**config.mk**
```make
export PLATFORM = sky130hd
export DESIGN_NAME = imem_access_ctrl
export DESIGN_NICKNAME = d
export VERILOG_FILES = /design/src/rtl/imem_access_ctrl.sv
export SDC_FILE = /design/constraint.sdc
export NUM_CORES = 1
export LEC_CHECK = 0
export ABC_AREA = 1
export BUFFER_PORTS_ARGS = -buffer_cell sky130_fd_sc_hd__buf_2
export CAP_MARGIN = 20
export CORE_AREA = 2 2 180 182
export CTS_CLUSTER_SIZE = 30
export DETAILED_ROUTE_END_ITERATION = 8
export DIE_AREA = 0 0 182 184
export GPL_ROUTABILITY_DRIVEN = 0
export PLACE_DENSITY_LB_ADDON = 0.2
export SETUP_SLACK_MARGIN = 0.02
export SYNTH_ARGS = -nofsm -noshare
export SYNTH_HDL_FRONTEND = slang
export SYNTH_SLANG_ARGS = --single-unit
```
**constraint.sdc**
```tcl
create_clock -name clk -period 3.85 [get_ports clk]
set_input_delay 0.385 -clock clk [delete_from_list [all_inputs] [get_ports clk]]
set_output_delay 0.385 -clock clk [all_outputs]
set_load 0.1 [all_outputs]
```
**src/rtl/imem_access_ctrl.sv**
```systemverilog
// Shares a single-port instruction memory between the program loader (writes) and the
// fetch unit (reads) with round-robin arbitration and a registered read response.
module imem_access_ctrl #(
    parameter int DW    = 64,
    parameter int AW    = 64,
    parameter int DEPTH = 256
) (
    input  logic          clk,
    input  logic          rst_n,
    input  logic          ld_req_valid,
    output logic          ld_req_ready,
    input  logic [AW-1:0] ld_addr,
    input  logic [DW-1:0] ld_data,
    output logic          ld_err,
    input  logic          fe_req_valid,
    output logic          fe_req_ready,
    input  logic [AW-1:0] fe_addr,
    output logic          fe_rsp_valid,
    input  logic          fe_rsp_ready,
    output logic [DW-1:0] fe_rsp_data,
    output logic          fe_rsp_err,
    output logic          mem_enable,
    output logic          mem_read,
    output logic [AW-1:0] mem_address,
    output logic [DW-1:0] mem_data_in,
    input  logic [DW-1:0] mem_data_out,
    output logic          busy
);

    typedef enum logic [1:0] {
        IDLE    = 2'd0,
        RD_WAIT = 2'd1,
        RESP    = 2'd2
    } state_e;

    localparam logic [AW-1:0] DEPTH_A = AW'(DEPTH);

    state_e          state_q, state_d;
    logic            rr_q, rr_d;            // 1: fetch was granted last, loader wins next tie
    logic            rd_err_q, rd_err_d;
    logic            rsp_valid_q, rsp_valid_d;
    logic [DW-1:0]   rsp_data_q, rsp_data_d;
    logic            rsp_err_q, rsp_err_d;
    logic            ld_err_q, ld_err_d;
    logic            busy_q, busy_d;

    logic            grant_ld_s, grant_fe_s;
    logic            ld_in_range_s, fe_in_range_s;
    logic            mem_enable_s, mem_read_s;
    logic [AW-1:0]   mem_address_s;
    logic [DW-1:0]   mem_data_in_s;

    // Arbitration: grants only in IDLE, ties broken by the round-robin bit
    always_comb begin
        ld_in_range_s = (ld_addr < DEPTH_A);
        fe_in_range_s = (fe_addr < DEPTH_A);
        grant_ld_s    = 1'b0;
        grant_fe_s    = 1'b0;
        if (state_q == IDLE) begin
            grant_fe_s = fe_req_valid & (~ld_req_valid | ~rr_q);
            grant_ld_s = ld_req_valid & (~fe_req_valid | rr_q);
        end else begin
            grant_fe_s = 1'b0;
            grant_ld_s = 1'b0;
        end
    end

    // Memory port drive: an access is issued only for an in-range grant, else all zero
    always_comb begin
        mem_enable_s  = 1'b0;
        mem_read_s    = 1'b0;
        mem_address_s = {AW{1'b0}};
        mem_data_in_s = {DW{1'b0}};
        if (grant_ld_s && ld_in_range_s) begin
            mem_enable_s  = 1'b1;
            mem_read_s    = 1'b0;
            mem_address_s = ld_addr;
            mem_data_in_s = ld_data;
        end else if (grant_fe_s && fe_in_range_s) begin
            mem_enable_s  = 1'b1;
            mem_read_s    = 1'b1;
            mem_address_s = fe_addr;
        end else begin
            mem_enable_s  = 1'b0;
        end
    end

    // Next-state logic for the read sequencer and response register
    always_comb begin
        state_d     = state_q;
        rr_d        = rr_q;
        rd_err_d    = rd_err_q;
        rsp_valid_d = rsp_valid_q;
        rsp_data_d  = rsp_data_q;
        rsp_err_d   = rsp_err_q;
        ld_err_d    = grant_ld_s & ~ld_in_range_s;
        case (state_q)
            IDLE: begin
                if (grant_fe_s) begin
                    state_d  = RD_WAIT;
                    rd_err_d = ~fe_in_range_s;
                    rr_d     = 1'b1;
                end else if (grant_ld_s) begin
                    rr_d     = 1'b0;
                end else begin
                    state_d  = IDLE;
                end
            end
            RD_WAIT: begin
                rsp_valid_d = 1'b1;
                rsp_err_d   = rd_err_q;
                rsp_data_d  = rd_err_q ? {DW{1'b0}} : mem_data_out;
                state_d     = RESP;
            end
            RESP: begin
                if (fe_rsp_ready) begin
                    rsp_valid_d = 1'b0;
                    rsp_data_d  = {DW{1'b0}};
                    rsp_err_d   = 1'b0;
                    rd_err_d    = 1'b0;
                    state_d     = IDLE;
                end else begin
                    state_d     = RESP;
                end
            end
            default: begin
                state_d     = IDLE;
                rsp_valid_d = 1'b0;
                rsp_data_d  = {DW{1'b0}};
                rsp_err_d   = 1'b0;
                rd_err_d    = 1'b0;
            end
        endcase
        busy_d = (state_d != IDLE);
    end

    // State and registered outputs; reset discards any in-flight read
    always_ff @(posedge clk or negedge rst_n) begin
        if (!rst_n) begin
            state_q     <= IDLE;
            rr_q        <= 1'b0;
            rd_err_q    <= 1'b0;
            rsp_valid_q <= 1'b0;
            rsp_data_q  <= {DW{1'b0}};
            rsp_err_q   <= 1'b0;
            ld_err_q    <= 1'b0;
            busy_q      <= 1'b0;
        end else begin
            state_q     <= state_d;
            rr_q        <= rr_d;
            rd_err_q    <= rd_err_d;
            rsp_valid_q <= rsp_valid_d;
            rsp_data_q  <= rsp_data_d;
            rsp_err_q   <= rsp_err_d;
            ld_err_q    <= ld_err_d;
            busy_q      <= busy_d;
        end
    end

    assign ld_req_ready = grant_ld_s;
    assign fe_req_ready = grant_fe_s;
    assign mem_enable   = mem_enable_s;
    assign mem_read     = mem_read_s;
    assign mem_address  = mem_address_s;
    assign mem_data_in  = mem_data_in_s;
    assign ld_err       = ld_err_q;
    assign fe_rsp_valid = rsp_valid_q;
    assign fe_rsp_data  = rsp_data_q;
    assign fe_rsp_err   = rsp_err_q;
    assign busy         = busy_q;

endmodule
```
======== Word-level counts from Yosys, hierarchy flattened ========
Index checks and enable logic that the tools add are counted.
word-level totals
  register bits after elaboration ......... 72
  bits of input ports ..................... 261
  output and inout bits ................... 200
  word-level logic and storage cells ...... 56
cells by class
  order comparisons ....................... 2
  eq/ne operators ......................... 4
  multiplexer cells ....................... 22
  bitwise operators ....................... 12
  reduce and logical (&&, ||, !) cells .... 8
operator list
  operator             number
  $mux 64              5
  $pmux 64 s3          1
  $lt 64x9->1 const B  2
  $mux 1               9
  $pmux 1 s3           3
  $not 1->1            7
  $mux 2               3
  $pmux 2 s3           1
  $ne 2x2->1 const B   2
  $reduce_and 2->1     2
  $reduce_bool 2->1    2
  $and 1x1->1          3
  $reduce_and 3->1     1
  $eq 2x1->1 const B   1
  $eq 2x2->1 const B   1
  $logic_and 1x1->1    2
  $logic_not 2->1      1
  $or 1x1->1           2

======== Longest topological paths before layout ========
  depth in word-level cells ............... 8
  gate-level depth with buffers ........... 9
  gate-level depth less buffers ........... 8

======== Least setup slack after synthesis ========
Ideal clock, no wire load.
  path type ............................... input -> output
  start ................................... input fe_addr[53]
  end ..................................... output mem_enable
  arrival ................................. 3.141 ns
  required time ........................... 3.465 ns
  path slack .............................. 0.324 ns
  stages .................................. 7
  buffers on the path ..................... 0
  cells stage by stage .................... nor2_1 -> nand2_1 -> nor2_1 -> nand2_1 -> nor2_2 -> nand2_1 -> o21ai_0
between the ends
  word-level cells in the longest chain between the ends .. 4
RTL lines
  element             RTL line  source
  start: declaration  17        input logic [AW-1:0] fe_addr,
  $lt 64x9->1         56        fe_in_range_s = (fe_addr < DEPTH_A);
  $logic_and 1x1->1   79        end else if (grant_fe_s && fe_in_range_s) begin
  $mux 1              79
  $mux 1              74        if (grant_ld_s && ld_in_range_s) begin
  end: declaration    22        output logic mem_enable,
No other way between the ends.

======== Worst setup path after layout ========
  start ................................... register state_q[1]
  end ..................................... output mem_read
between the ends
  word-level cells in the longest chain between the ends .. 5
  elaborated cells on any way between the ends .. 7
  classes of those cells .................. mux: 4; reduce/logical: 3
RTL lines
  element                   RTL line  source
  start: declaration        38        state_e state_q, state_d;
  start signal: assignment  149       state_q <= state_d;
  $logic_not 2->1 *         59        if (state_q == IDLE) begin
  $mux 1                    59
  $logic_and 1x1->1         79
  $mux 1                    79
  $mux 1 *                  74
  end: declaration          23        output logic mem_read,
Mark *: on every way between the ends. The rest lies on a longest branch, timed or not.

==> Flow_metrics.wiki <==
{| class="wikitable"
! Metric !! Value
|-
| Post-Syn Area per Cell || 7.61 sq um
|-
| Clock latency reported for the late side of the worst-skew pair || 0.33 ns
|-
| Die width || 182 microns
|-
| Flops & latches, synth || 72
|-
| Time the final worst path needs with I/O delays and setup || 3.14 ns
|-
| Global-route wire length before repair || 30.3 mm
|-
| Max-cap viol count || 0
|-
| Number of iterations in the first detailed-routing pass || 4
|-
| Iteration-0 DRC Markers || 207
|-
| Path category of the worst min-delay check || in -> async
|-
| CP top delay family || simple AND/OR/NAND/NOR gates
|-
| Count of instances resized after the clock tree is built || 0
|-
| Lkg Pwr || 4.31 nW
|-
| Detailed Place HPWL || 17.7 mm
|-
| DRC || 0
|-
| Post-route clock skew || 0.00660 ns
|-
| H-tree lvl count || 3
|-
| Sort of element at the end of the critical path || output pin
|-
| Post-DR wirelength/cell || 14.9 microns
|-
| Top cell by count, worst path || nor2_1
|-
| Core occupancy in the finished layout || 0.266
|-
| Vias post-DR || 5,121
|-
| Count of filler cells inserted in the layout || 3,515
|-
| Crit path required time || 3.46 ns
|-
| Count of nets left with antenna violations after detail routing || 0
|-
| Transition time at the pin with the least slew margin || 0.940 ns
|-
| Final Hold Violating Endpoints || 0
|-
| Placeable core region || 0.0314 sq mm
|-
| Worst max-slew margin expressed relative to the limit || 0.371
|-
| Final number of max-transition violations || 0
|-
| Maximum clock frequency || 319 MHz
|-
| Power per unit of standard cell area || 762 mW/mm^2
|-
| Starting density of the core || 0.155
|-
| Synthesis-to-layout area growth || 71.7%
|-
| Simple-gate portion of the synthesized area || 0.319
|-
| CTS tree || done
|-
| Count of buffers added by post-CTS timing repair for setup || 0
|-
| Number of vias per cell after detailed routing || 3.56
|-
| Pin count of the biggest net entering global routing || 53
|-
| Multiplexer fraction of the synthesized cell area || 0
|-
| Number of buffer and inverter instances along the worst setup path || 3
|-
| Clock transition at the registers of the reported paths || 0.06 ns
|-
| Hold-fix buffer count after cts || 0
|-
| Clock Sink Count || 72
|-
| Final sum of negative setup slack || 0 ns
|-
| Type of the worst setup path || reg -> out
|-
| Worst endpoint data arrival time || 2.75 ns
|-
| Maximum ir drop on the vdd rail || 0.360 mV
|-
| Synthesized instance count || 638
|-
| Yosys warning total || 0
|-
| Xor and xnor area share after synthesis || 0
|-
| Period Utilization, post-route || 0.815
|-
| Register area share after synthesis || 0.371
|-
| Library cell used as clock root buffer || clkbuf_16
|-
| Fraction of layout cells with a size suffix above 1 || 0.470
|-
| Result of the run || finished clean
|-
| Number of global-route vias before repair || 4,948
|-
| Die boundary height || 184 microns
|-
| Share of synthesized cell area in full adder, half adder and majority cells || 0
|-
| Setup Viol. Count Final || 0
|-
| RSZ-0062 raised after global routing || false
|-
| # IOs || 461
|-
| Nets || 1,294
|-
| Number of antenna diodes || 0
|-
| Number of placement rows || 65
|-
| Slowest CP cell || nor2_1
|-
| Slowest cell delay on critical path || 0.73 ns
|-
| Post-synthesis compound-gate area fraction || 0.0750
|-
| Synth cell types || 23
|-
| Overall die area || 0.0335 sq mm
|-
| Cts bufs inserted || 9
|-
| Post-synthesis instance area || 0.00486 sq mm
|-
| Combinational family with the most area after synthesis || simple AND/OR/NAND/NOR gates
|-
| All-Layer GR Usage || 0.121
|-
| Antenna violations before repair || 1
|-
| Global-route congestion overflow total || 0
|-
| CP cell instances || nor2_1 > inv_1 > nor2_1 > inv_1 > nor2_1 > buf_2
|-
| Max Root-Sink Buffers || 2
|-
| Critical-path maximum fanout || 11
|-
| Routed wire length || 21.4 mm
|-
| I/O Buffers || 404
|-
| Worst Setup Start Kind || flop
|}
[placed cells by master (no fill, tap or decap), drive strengths merged]
master and instances:
clkbuf 11, a21oi 2, nor2 141, buf 415, nand3 66, inv 136, a21boi 1, nand4 18
o21ai 68, dfrtp 72, conb 56, o22ai 1, and2 1, nand3b 1, clkinvlp 1, clkinv 3
nand2 44, bufinv 1
[registers in the layout, indices dropped and copies added, names as in the netlist]
name	flops
state_q	2
rd_err_q	1
rr_q	1
busy	1
ld_err	1
fe_rsp_data	64
fe_rsp_err	1
fe_rsp_valid	1
[power by group]
part | switching (W) | internal (W) | leakage [nW] | total, W
Combinational | 0.00367 | 0.000537 | 3.21 | 0.00421
Sequential | 0.000172 | 0.00112 | 0.960 | 0.00129
Clock | 0.000338 | 0.000519 | 0.145 | 0.000857
[metrics by stage]
stage	std cells	power (W)	hold slack, ns	instance area (sq um)	setup WS (ns)
after floorplan	693	0.00476	0.0894	5060	0.324
after global placement	1424	0.00555	0.451	8040	0.906
after detailed placement	1424	0.00555	0.446	8040	0.910
after CTS	1440	0.00645	0.0738	8340	0.593
after global routing	1440	0.00668	0.0916	8340	0.437
final	1440	0.00635	0.0626	8340	0.714
[worst paths after layout]
kind                                             startpoint                           to  slack [ns]  cells after the start
min in group clk                            mem_data_out[7]   fe_rsp_data[7]$_DFFE_PN0P_        0.29                      3
worst max register to register         state_q[1]$_DFF_PN0_             rr_q$_DFFE_PN0P_        1.92                      5
max in group asynchronous                             rst_n  fe_rsp_data[21]$_DFFE_PN0P_        2.96                      2
worst min-delay path                                  rst_n  fe_rsp_data[58]$_DFFE_PN0P_        0.06                      1
worst max-delay path                   state_q[1]$_DFF_PN0_                     mem_read        0.71                      6
worst min register to register  fe_rsp_data[30]$_DFFE_PN0P_  fe_rsp_data[30]$_DFFE_PN0P_        0.53                      2
[area by class of cell]
cell class,count,area [sq um],area share
clock buffers,11,243,0.0291
clock inverters,5,56.3,0.00675
inverters,136,510,0.0612
multi-input cells,399,2140,0.257
flip-flops and latches,72,1800,0.216
well taps,402,503,0.0603
repair buffers,415,3080,0.370
[per-layer routing]
layer,global-route usage,vias up,part of all wire
met5,0,-,0
met4,0.0235,0,0.0088
met3,0.0196,13,0.049
met2,0.226,221,0.55
met1,0.145,2274,0.39
li1,-,2613,-
[Yosys cell counts]
cell type / number / share of area
a21boi_0: 1 / 0.0015
buf_2: 3 / 0.0031
nand3_2: 1 / 0.0021
nand4_1: 18 / 0.023
and2_1: 1 / 0.0013
buf_4: 56 / 0.087
conb_1: 1 / 0.00077
o22ai_1: 1 / 0.0013
buf_12: 5 / 0.021
buf_6: 1 / 0.0023
clkbuf_1: 20 / 0.015
nand3b_1: 1 / 0.0015
nand3_1: 65 / 0.067
buf_1: 1 / 0.00077
nor2_2: 2 / 0.0026
nor2_4: 52 / 0.12
dfrtp_1: 72 / 0.37
nor2_1: 87 / 0.067
inv_1: 136 / 0.11
a21oi_1: 2 / 0.0021
o21ai_1: 4 / 0.0041
o21ai_0: 64 / 0.066
nand2_1: 44 / 0.034
[cells by family after synthesis]
| logic type | after synthesis |
|---|---|
| and+or+nand+nor | 271 |
| buffers and inverters | 222 |
| AOI/OAI and AO/OA | 72 |
| DFF | 72 |
| other | 1 |
(Power assumes the default switching activity.)
